`config.mk`:
```
export PLATFORM = sky130hd
export DESIGN_NAME = sym2bits
export DESIGN_NICKNAME = d
export VERILOG_FILES = /design/src/rtl/sym2bits_pkg.sv /design/src/rtl/sym2bits_fifo.sv /design/src/rtl/sym2bits.sv
export SDC_FILE = /design/constraint.sdc
export NUM_CORES = 1
export LEC_CHECK = 0
export ABC_CLOCK_PERIOD_IN_PS = 5580
export BUFFER_PORTS_ARGS = -buffer_cell sky130_fd_sc_hd__buf_2
export CAP_MARGIN = 15
export CORE_MARGIN = 3
export CORE_UTILIZATION = 55
export DETAILED_ROUTE_END_ITERATION = 8
export PLACE_DENSITY = 0.75
export SLEW_MARGIN = 40
export SYNTH_ARGS = -nofsm -noshare
export SYNTH_HDL_FRONTEND = slang
export SYNTH_SLANG_ARGS = --single-unit
export TNS_END_PERCENT = 100
```
`constraint.sdc`:
```
create_clock -name clk -period 5.58 [get_ports clk]
set_input_delay 0.837 -clock clk [delete_from_list [all_inputs] [get_ports clk]]
set_output_delay 0.837 -clock clk [all_outputs]
set_load 0.01 [all_outputs]
```
`src/rtl/sym2bits_pkg.sv`:
```
// Shared types and helpers for the symbol-to-bit serializer.
package sym2bits_pkg;

  typedef enum logic {
    IDLE  = 1'b0,
    SHIFT = 1'b1
  } state_e;

  // A two-point constellation still carries one bit per symbol.
  function automatic int bits_per_symbol(input int order);
    return (order <= 2) ? 1 : $clog2(order);
  endfunction

endpackage

```
`src/rtl/sym2bits_fifo.sv`:
```
// Single-clock symbol FIFO; the parent guarantees push/pop are only asserted when legal.
module sym2bits_fifo #(
  parameter int WIDTH = 4,
  parameter int DEPTH = 4
) (
  input  logic                     clk,
  input  logic                     rst,
  input  logic                     push,
  input  logic                     pop,
  input  logic [WIDTH-1:0]         wdata,
  output logic [WIDTH-1:0]         rdata,
  output logic                     full,
  output logic                     empty,
  output logic [$clog2(DEPTH):0]   level
);

  localparam int AW = $clog2(DEPTH);

  logic [WIDTH-1:0] mem_q [DEPTH];
  logic [WIDTH-1:0] mem_d [DEPTH];
  logic [AW-1:0]    wr_ptr_q, wr_ptr_d;
  logic [AW-1:0]    rd_ptr_q, rd_ptr_d;
  logic [AW:0]      level_q, level_d;

  always_comb begin
    mem_d    = mem_q;
    wr_ptr_d = wr_ptr_q;
    rd_ptr_d = rd_ptr_q;
    level_d  = level_q;
    // Pointers are AW bits wide, so they wrap modulo DEPTH on their own.
    if (push) begin
      mem_d[wr_ptr_q] = wdata;
      wr_ptr_d        = wr_ptr_q + AW'(1);
    end
    if (pop) begin
      rd_ptr_d = rd_ptr_q + AW'(1);
    end
    case ({push, pop})
      2'b10:   level_d = level_q + (AW+1)'(1);
      2'b01:   level_d = level_q - (AW+1)'(1);
      default: level_d = level_q;
    endcase
  end

  always_ff @(posedge clk) begin
    mem_q <= mem_d;
    if (rst) begin
      wr_ptr_q <= '0;
      rd_ptr_q <= '0;
      level_q  <= '0;
    end else begin
      wr_ptr_q <= wr_ptr_d;
      rd_ptr_q <= rd_ptr_d;
      level_q  <= level_d;
    end
  end

  assign rdata = mem_q[rd_ptr_q];
  assign full  = (level_q == (AW+1)'(DEPTH));
  assign empty = (level_q == '0);
  assign level = level_q;

endmodule

```
`src/rtl/sym2bits.sv`:
```
// Serializes buffered K-bit symbol indices into a ready/valid bit stream with SOP/EOP framing.
module sym2bits
  import sym2bits_pkg::*;
#(
  parameter int MODULATION_ORDER = 16,
  parameter int FIFO_DEPTH       = 4,
  parameter int MSB_FIRST        = 1,
  localparam int K               = bits_per_symbol(MODULATION_ORDER)
) (
  input  logic                          clk,
  input  logic                          rst,
  input  logic [K-1:0]                  i_binary_code,
  input  logic                          i_dv,
  output logic                          o_bit,
  output logic                          o_valid,
  input  logic                          i_ready,
  output logic                          o_sop,
  output logic                          o_eop,
  output logic                          o_overflow,
  output logic [$clog2(FIFO_DEPTH):0]   o_level
);

  localparam int CW = (K > 1) ? $clog2(K) : 1;

  state_e          state_q, state_d;
  logic [K-1:0]    shreg_q, shreg_d;
  logic [CW-1:0]   cnt_q, cnt_d;
  logic            ovf_q, ovf_d;

  logic            push, pop, xfer, last_bit;
  logic            fifo_full, fifo_empty;
  logic [K-1:0]    fifo_rdata;

  sym2bits_fifo #(
    .WIDTH (K),
    .DEPTH (FIFO_DEPTH)
  ) u_fifo (
    .clk   (clk),
    .rst   (rst),
    .push  (push),
    .pop   (pop),
    .wdata (i_binary_code),
    .rdata (fifo_rdata),
    .full  (fifo_full),
    .empty (fifo_empty),
    .level (o_level)
  );

  always_comb begin
    xfer     = (state_q == SHIFT) && i_ready;
    last_bit = (cnt_q == CW'(K-1));
    // Reloading on the last transfer keeps back-to-back symbols bubble-free,
    // and a pop in the same cycle frees the slot for a push into a full FIFO.
    pop      = !fifo_empty && ((state_q == IDLE) || (xfer && last_bit));
    push     = i_dv && (!fifo_full || pop);

    state_d  = state_q;
    shreg_d  = shreg_q;
    cnt_d    = cnt_q;
    ovf_d    = ovf_q | (i_dv && !push);

    if (pop) begin
      state_d = SHIFT;
      shreg_d = fifo_rdata;
      cnt_d   = '0;
    end else if (xfer) begin
      if (last_bit) begin
        state_d = IDLE;
        cnt_d   = '0;
      end else begin
        cnt_d   = cnt_q + CW'(1);
        shreg_d = (MSB_FIRST != 0) ? (shreg_q << 1) : (shreg_q >> 1);
      end
    end
  end

  always_ff @(posedge clk) begin
    if (rst) begin
      state_q <= IDLE;
      shreg_q <= '0;
      cnt_q   <= '0;
      ovf_q   <= 1'b0;
    end else begin
      state_q <= state_d;
      shreg_q <= shreg_d;
      cnt_q   <= cnt_d;
      ovf_q   <= ovf_d;
    end
  end

  assign o_valid    = (state_q == SHIFT);
  assign o_bit      = o_valid && ((MSB_FIRST != 0) ? shreg_q[K-1] : shreg_q[0]);
  assign o_sop      = o_valid && (cnt_q == '0);
  assign o_eop      = o_valid && last_bit;
  assign o_overflow = ovf_q;

endmodule

```
---- Word level (Yosys, flattened, before mapping) ----
Index checks and enable logic that the tools add are counted.
word-level totals
  register bits after elaboration ......... 31
  input port bits ......................... 8
  output and inout bits ................... 8
  word-level logic and storage cells ...... 64
cells by class
  add/subtract/negate cells ............... 5
  $lt $le $gt $ge ......................... 3
  equal/unequal tests ..................... 5
  muxes and demuxes ....................... 14
  bitwise gates (word level) .............. 4
  reductions and logical operators ........ 22
operators with widths
  operator               number
  $mux W4                6
  $bwmux W16             1
  $logic_and A1 B1 Y1    9
  $bmux W4 S2            1
  $demux W4 S2           1
  $add A2 B1 Y2 const B  3
  $ge A3 B3 Y1 const B   2
  $not A2 Y3             2
  $pmux W3 S2            1
  $reduce_bool A2 Y1     3
  $eq A2 B2 Y1 const B   2
  $reduce_and A2 Y1      2
  $add A3 B1 Y3 const B  1
  $eq A3 B3 Y1 const B   1
  $logic_not A1 Y1       3
  $logic_not A3 Y1       1
  $lt A3 B1 Y1 const B   1
  $mux W1                3
  $sub A3 B1 Y3 const B  1
  $eq A2 B1 Y1 const B   1
  $logic_not A2 Y1       1
  $logic_or A1 B1 Y1     2
  $mux W2                1
  $ne A2 B1 Y1 const B   1
  other kinds (3)        3

---- Logic depth before layout (Yosys ltp) ----
Gate-level depths: netlist of run 1.
  word-level depth ........................ 9
  gate-level depth with buffers ........... 8
  depth with buffers taken out ............ 8

---- Cells and area by module ----
From an unflattened synthesis of run 1, not the netlist that was laid out.
unflattened totals
  cell total of the unflattened synthesis .. 114
  area, all modules ....................... 1408.9 µm²
modules (own cells, without submodules)
  module         instances  cells each  area each (µm²)  sequential area each (µm²)
  sym2bits_fifo  1          64          968.4            620.6
  sym2bits       1          50          440.4            160.2

---- Worst setup path after synthesis of run 1 ----
No wires, ideal clock.
  path type ............................... input port to flip-flop
  from .................................... input i_ready
  to ...................................... register u_fifo.level_q[1] (netlist: u_fifo.level[1])
  library setup time ...................... 0.079 ns
  arrival ................................. 2.203 ns
  required time ........................... 5.501 ns
  slack ................................... 3.298 ns
  cell stages on the path ................. 6
  path buffers ............................ 0
  cells stage by stage .................... a21boi_4 > nor2_2 > nand2_1 > fa_1 > or3_1 > a22oi_1
between the ends
  word-level cells in the longest chain between the ends .. 8
  elaborated cells on any way between the ends .. 10
  those cells by class .................... 2 x eq/ne; 1 x mux; 7 x reduce/logical
RTL lines
  what                                                      line                 RTL
  start: declaration                                        sym2bits.sv:16       input logic i_ready,
  $logic_and A1 B1 Y1 (*)                                   sym2bits.sv:50       xfer = (state_q == SHIFT) && i_ready;
  $logic_and A1 B1 Y1 (*)                                   sym2bits.sv:54       pop = !fifo_empty && ((state_q == IDLE) || (xfer && last_bit));
  $logic_or A1 B1 Y1 (*)                                    sym2bits.sv:54
  $logic_and A1 B1 Y1 (*)                                   sym2bits.sv:54
  $logic_or A1 B1 Y1                                        sym2bits.sv:55       push = i_dv && (!fifo_full || pop);
  $logic_and A1 B1 Y1                                       sym2bits.sv:55
  $eq A2 B1 Y1 / $eq A2 B2 Y1 (equally long branches)       sym2bits_fifo.sv:38  case ({push, pop})
  $pmux W3 S2 / $reduce_bool A2 Y1 (equally long branches)  -
  end signal: assignment                                    sym2bits_fifo.sv:54  level_q <= level_d;
  end: declaration                                          sym2bits_fifo.sv:23  logic [AW:0] level_q, level_d;
Mark *: on every way between the ends. The rest lies on a longest branch, timed or not.
A chain may end at the register's enable or synchronous reset.

---- Worst setup path in the final report of run 1 ----
Same ends and word-level chain as after synthesis.

==> results.tsv, run 1 <==
metric	value	unit
status	complete, no violations	
first_global_vias	982	
cp_max_fo	8	
dp_hpwl	1921	um
synthSimpleGateAreaFrac	13.82	%
final_net_count	158	
synth_adder_area_share	6.403	%
h-tree-depth	2	
die_area	3360	um^2
seqCellArea	780.7	um^2
ys.flop_type	edfxtp_1	
cts_setup_buffers	0	
antenna_left	0	
area_growth	9.014	%
synthDistinctLibCells	39	
p_comb_share	40.1	%
path_class	input port to flip-flop	
muxShareOfSynthArea	7.414	%
worstHoldPathType	flip-flop to flip-flop	
finalHoldWorstSlack	474.2	ps
grtUsageTotal	17.37	%
dieHeight	57.97	um
postRouteWirelength	2557	um
p_leak	0.6048	nW
relSlewSlack	63.27	%
ys_async_sr_fraction	0	%
drv_cap	0	
viasPerCell	5.615	
diodes	0	
cp_cell_sequence	buf_2 -> a21boi_4 -> nor2_2 -> nand2_1 -> fa_1 -> or3_1 -> a22oi_1	
synth_seq_cells	31	
max_stage_delay	460	ps
max-vdd-ir-drop	0.3448	mV
synth_edf_count	16	
die_x	57.97	um
synth_top_area_cell	edfxtp_1	
critPathLaunchType	input port	
slew_viol_final	0	
r2r_slack	3260	ps
synth_top_area_share	32.35	%
portBuffers	15	
required	5810	ps
hold_viol	0	
regToRegEndpoint	u_fifo.level[1]	
clockPowerShare	16.1	%
drt_iter0_drc	25	
fill_cells	209	
clock_sinks	31	
clock.fmax	0.4319	GHz
vias	977	
rr_startpoint	cnt_q[0]	
min_period	2315	ps
crit_slowest_cell	fa_1	
ctsResizeCount	0	
dp_cells	166	
cellPowerDensity	453.2	nW/um^2
hold_buffers	0	
layoutNonFillerInstCount	174	
setup_tns	0	ps
synth_xor_area_share	2.949	%
grt.overflow.total	0	
start_util	58.88	%
layout-drive-gt1-share	20.83	%
synth_area_leaders	edfxtp_1 (32%), dfxtp_1 (20%), mux4_2 (6.1%)	
fin_skew	13.41	ps
tightest_slew	548.4	ps
clock_latency	320	ps
coreArea	2522	um^2
synth_top_family_by_area	simple AND/OR/NAND/NOR gates	
syn_area_per_cell	11.79	um^2
p_int	0.0004605	W
cts_max_path_buffers	2	
cts_buffers	5	
netlist_top_cells_count	edfxtp_1 (16), dfxtp_1 (15), inv_1 (10), nand2_1 (8), nor2_1 (8)	
rsz0062_at_grt	no	
reg2reg_depth	7	
seq_power_share	43.9	%
synth.most_common_cell	edfxtp_1	
clock-root-buffer	clkbuf_4	
worstPathArrival	2540	ps
hp-start	shreg_q[1]	
synth_area	1485	um^2
placementRows	18	
crit_path_end_kind	flip-flop	
synthCells	126	
multi_input_area	631.9	um^2
holdPathEnd	shreg_q[1]	
grt_max_degree	19	
antenna_found_initial	0	
io_pins	16	
synth_nets	141	
post-route-period-util	41.49	%
post_drt_wl_per_cell	14.70	um
synth_compound_area_share	11.96	%
drc	0	
globalplace.congestion	0.9010	
whs_path_depth	2	
firstDrtPassIters	4	
p_sw	0.0002733	W
finalSetupViolCount	0	
yosysWarningCount	0	
switching_share	37.24	%
grt_pass1_wl	4374	um
clk_pin_slew	90	ps
cts_tree	built	
ys_seq_area_share	52.57	%
critPathLaunch	i_ready	
-- cell families (layout without fill, tap and decap cells) --
group,count (synthesis),count (layout)
xor gates and xnor gates,5,5
muxes,6,6
DFF,31,31
and+or+nand+nor,39,39
buffers and inverters,16,34
adders and majority gates,7,7
AOI/OAI and AO/OA,22,22
-- flip-flops by register name, summed over array words and instances, names as in the netlist --
signal,cells
o_valid,1
o_overflow,1
u_fifo.rd_ptr_q,2
u_fifo.mem_q,16
shreg_q,4
u_fifo.wr_ptr_q,2
cnt_q,2
u_fifo.level,3
-- stage by stage --
step / instance area (um^2) / power (W) / worst slack (ps) / util [%]
after floorplan: 1485 / 0.0005553 / 3298 / -
after detailed placement: 1567 / 0.0006226 / 2951 / 62.10
after CTS: 1619 / 0.0007430 / 3253 / 64.19
after global placement: 1567 / 0.0006046 / 3031 / 62.10
after global routing: 1619 / 0.0007936 / 3120 / 64.19
final: 1619 / 0.0007338 / 3265 / 64.19
-- layout make-up --
class	instances	share of cell area (%)
clock buffer	5	2.318
clock inverter	3	0.9274
inverter	11	2.550
multi-input combinational	79	39.03
sequential	31	48.22
tap	30	2.318
timing repair buffer	15	4.637
-- critical path: cells and delay by family --
family	cells	cell delay (ps)
AND/OR/NAND/NOR	3	810
adder cells (fa/ha/maj)	1	460
AO/OA/AOI/OAI	2	290
buffers and inverters	1	160
-- metal layers --
| metal | global-route usage, % | share of wire (%) |
|---|---|---|
| met1 | 22.37 | 43 |
| met2 | 28.71 | 50 |
| met3 | 4.677 | 6.0 |
| met4 | 5.298 | 1.4 |
| met5 | 0 | 0 |
-- how the worst max path moves through the flow --
| stage | to | slack, ps | cells past startpoint |
|---|---|---|---|
| 2_1_floorplan | u_fifo.level[1] | 3300 | 6 |
| 3_3_place_gp | u_fifo.level[1] | 3030 | 7 |
| 3_5_place_dp | u_fifo.level[1] | 2950 | 7 |
| 4_1_cts | u_fifo.level[1] | 3250 | 7 |
| 5_1_grt | u_fifo.level[2] | 3120 | 8 |
| 6_report | u_fifo.level[1] | 3260 | 7 |
-- power groups by stage --
stage               clock (W)  sequential, W  combinational, W
floorplan                   0       0.000315          0.000241
global placement            0       0.000326          0.000279
detailed placement          0       0.000328          0.000295
CTS                  0.000124       0.000323          0.000296
global route         0.000137       0.000330          0.000327
finish               0.000118       0.000322          0.000294
-- placed cells by master, fill, tap and decap left out, types with 2 or more instances in the layout --
master	synthesis	routed
a21oi_1	7	7
a221oi_1	3	3
a22oi_1	2	2
a31oi_1	2	2
and2_1	6	6
buf_2	1	15
clkbuf_4	0	5
clkinv_1	1	3
dfxtp_1	15	15
edfxtp_1	16	16
ha_1	6	6
inv_1	10	10
mux2i_1	2	2
mux4_2	4	4
nand2_1	8	8
nand3_1	2	2
nand3b_1	2	2
nor2_1	8	8
nor3_1	6	6
nor4_1	2	2
xnor2_1	3	3
xor2_1	2	2
(Power assumes the default switching activity.)
==> run 2, diff against run 1 <==
--- a/config.mk
+++ b/config.mk
@@ -5,7 +5,7 @@
 export SDC_FILE = /design/constraint.sdc
 export NUM_CORES = 1
 export LEC_CHECK = 0
-export ABC_CLOCK_PERIOD_IN_PS = 5580
+export ABC_CLOCK_PERIOD_IN_PS = 2400
 export BUFFER_PORTS_ARGS = -buffer_cell sky130_fd_sc_hd__buf_2
 export CAP_MARGIN = 15
 export CORE_MARGIN = 3
==> constraint.sdc (replaced) <==
create_clock -name clk -period 2.4 [get_ports clk]
set_input_delay 0.36 -clock clk [delete_from_list [all_inputs] [get_ports clk]]
set_output_delay 0.36 -clock clk [all_outputs]
set_load 0.01 [all_outputs]
==> results.tsv, run 2 (synthesis results as in run 1) <==
metric	value	unit	change
clock.fmax	0.4542	GHz	
cp_cell_sequence	ha_1 -> a21boi_4 -> nor2_4 -> nand2_1 -> fa_1 -> or3_1 -> a22oi_1		was buf_2 -> a21boi_4 -> nor2_2 -> nand2_1 -> fa_1 -> or3_1 -> a22oi_1
die_x	57.97	um	unchanged
cts_setup_buffers	0		unchanged
drt_iter0_drc	41		was 25
regToRegEndpoint	u_fifo.level[1]		unchanged
fin_skew	11.43	ps	was 13.41 ps
max-vdd-ir-drop	0.8085	mV	was 0.3448 mV
coreArea	2522	um^2	unchanged
drv_cap	0		unchanged
min_period	2201	ps	
required	2650	ps	was 5810 ps
holdPathEnd	u_fifo.mem_q[13]		was shreg_q[1]
dieHeight	57.97	um	unchanged
placed_cell_area	1574	um^2	was 1567 um^2
viasPerCell	5.811		was 5.615
rr_startpoint	cnt_q[0]		unchanged
slew_viol_final	0		unchanged
worstPathArrival	2450	ps	was 2540 ps
relSlewSlack	63.28	%	was 63.27%
clock_latency	330	ps	was 320 ps
grt_pass1_wl	4312	um	was 4374 um
grt-busiest-layer	met2		unchanged
cts_buffers	5		unchanged
firstDrtPassIters	4		unchanged
final_area	1654	um^2	was 1619 um^2
p_comb_share	38.7	%	was 40.1%
post-route-period-util	91.73	%	
max_stage_delay	430	ps	was 460 ps
seq_power_share	40.0	%	was 43.9%
layout_commonest_cell	edfxtp_1		unchanged
p_sw	0.0006434	W	was 0.0002733 W
dp_cells	167		was 166
grtUsageMet1	22.81	%	was 22.37%
hold_viol	0		unchanged
clock-root-buffer	clkbuf_4		unchanged
tightest_slew	546.7	ps	was 548.4 ps
crit_path_end_kind	flip-flop		unchanged
antenna_left	0		unchanged
first_global_vias	946		was 982
critPathTopFamily	adder cells		was simple AND/OR/NAND/NOR gates
whs_path_depth	1		was 2
cts_tree	built		unchanged
io_pins	16		unchanged
dp_hpwl	1836	um	was 1921 um
cp_max_fo	8		unchanged
path_buf_inv	0		was 1
critPathLaunchType	flip-flop		was input port
fill_cells	210		was 209
p_int	0.001196	W	was 0.0004605 W
clock_sinks	31		unchanged
switching_share	34.98	%	was 37.24%
final_core_util	65.58	%	was 64.19%
r2r_slack	200	ps	was 3260 ps
grt.overflow.total	0		unchanged
diodes	0		unchanged
clk_pin_slew	100	ps	was 90 ps
finalHoldWorstSlack	245.0	ps	was 474.2 ps
cellPowerDensity	1112	nW/um^2	was 453.2 nW/um^2
h-tree-depth	2		unchanged
grt_max_degree	19		unchanged
worstHoldPathType	input port to flip-flop		was flip-flop to flip-flop
vias	1017		was 977
crit_slowest_cell	fa_1		unchanged
cts_max_path_buffers	2		unchanged
layoutNonFillerInstCount	175		was 174
p_leak	0.6242	nW	was 0.6048 nW
portBuffers	15		unchanged
die_area	3360	um^2	unchanged
globalplace.congestion	0.8790		was 0.9010
hold_buffers	0		unchanged
clockPowerShare	21.3	%	was 16.1%
finalSetupViolCount	0		unchanged
setup_tns	0	ps	unchanged
postRouteWirelength	2567	um	was 2557 um
path_class	flip-flop to flip-flop		was input port to flip-flop
placementRows	18		unchanged
start_util	58.88	%	unchanged
grtUsageTotal	17.23	%	was 17.37%
drc	0		unchanged
layout_common_cells	edfxtp_1 (16), dfxtp_1 (15), buf_2 (15), inv_1 (10)		unchanged
use_met2	25.81	%	was 28.71%
status	complete, no violations		unchanged
largest-register	u_fifo.mem_q		unchanged
reg2reg_depth	7		unchanged
final_net_count	159		was 158
area_growth	11.37	%	was 9.014%
largest_reg_flops	16		unchanged
antenna_found_initial	0		unchanged
met3_usage	4.677	%	unchanged
layout-drive-gt1-share	21.38	%	was 20.83%
hp-start	i_binary_code[1]		was shreg_q[1]
post_drt_wl_per_cell	14.67	um	was 14.70 um
-- run 2: worst max path at each step --
stage | from | end | slack (ps) | cells after the start
after detailed placement | cnt_q[0] | u_fifo.level[1] | 110 | 7
after global placement | cnt_q[0] | u_fifo.level[1] | 230 | 7
after floorplan | cnt_q[0] | u_fifo.level[1] | 320 | 7
after global routing | cnt_q[0] | u_fifo.level[2] | -2 | 8
final | cnt_q[0] | u_fifo.level[1] | 200 | 7
after CTS | cnt_q[0] | u_fifo.level[1] | 100 | 7
-- run 2: per-layer routing --
layer	share of wire [%]	routed length, um	up-vias
met5	0	0	-
met4	2.3	58	0
met3	5.5	141	10
met2	47	1209	36
met1	45	1158	481
li1	-	-	490
-- run 2: per-stage QoR --
stage | total power (W) | setup slack, ps
3_3_place_gp | 0.001416 | 225.3
4_1_cts | 0.001833 | 99.05
5_1_grt | 0.001965 | -1.706
2_1_floorplan | 0.001291 | 321.8
6_report | 0.001839 | 198.5
3_5_place_dp | 0.001442 | 111.7
-- run 2: power groups by stage --
stage	sequential (W)	combinational, W	clock, W
3_3_place_gp	0.000744	0.000672	0
4_1_cts	0.000738	0.000696	0.000400
5_1_grt	0.000751	0.000788	0.000426
2_1_floorplan	0.000732	0.000559	0
3_5_place_dp	0.000748	0.000694	0
6_report	0.000736	0.000711	0.000392
-- run 2: repair_timing --
item                                   in CTS  in global routing
setup endpoints to repair                   0                  2
gates resized for setup                     0                  1
endpoints found under the hold margin       0                  0
-- run 2: layout make-up --
type | count | area [um^2] | area share, %
multi-input cells | 79 | 636.9 | 38.50
flip-flops and latches | 31 | 780.7 | 47.20
clock buffers | 7 | 45.04 | 2.723
repair buffers | 16 | 82.58 | 4.992
inverters | 11 | 41.29 | 2.496
well taps | 30 | 37.54 | 2.269
clock inverters | 1 | 30.03 | 1.815
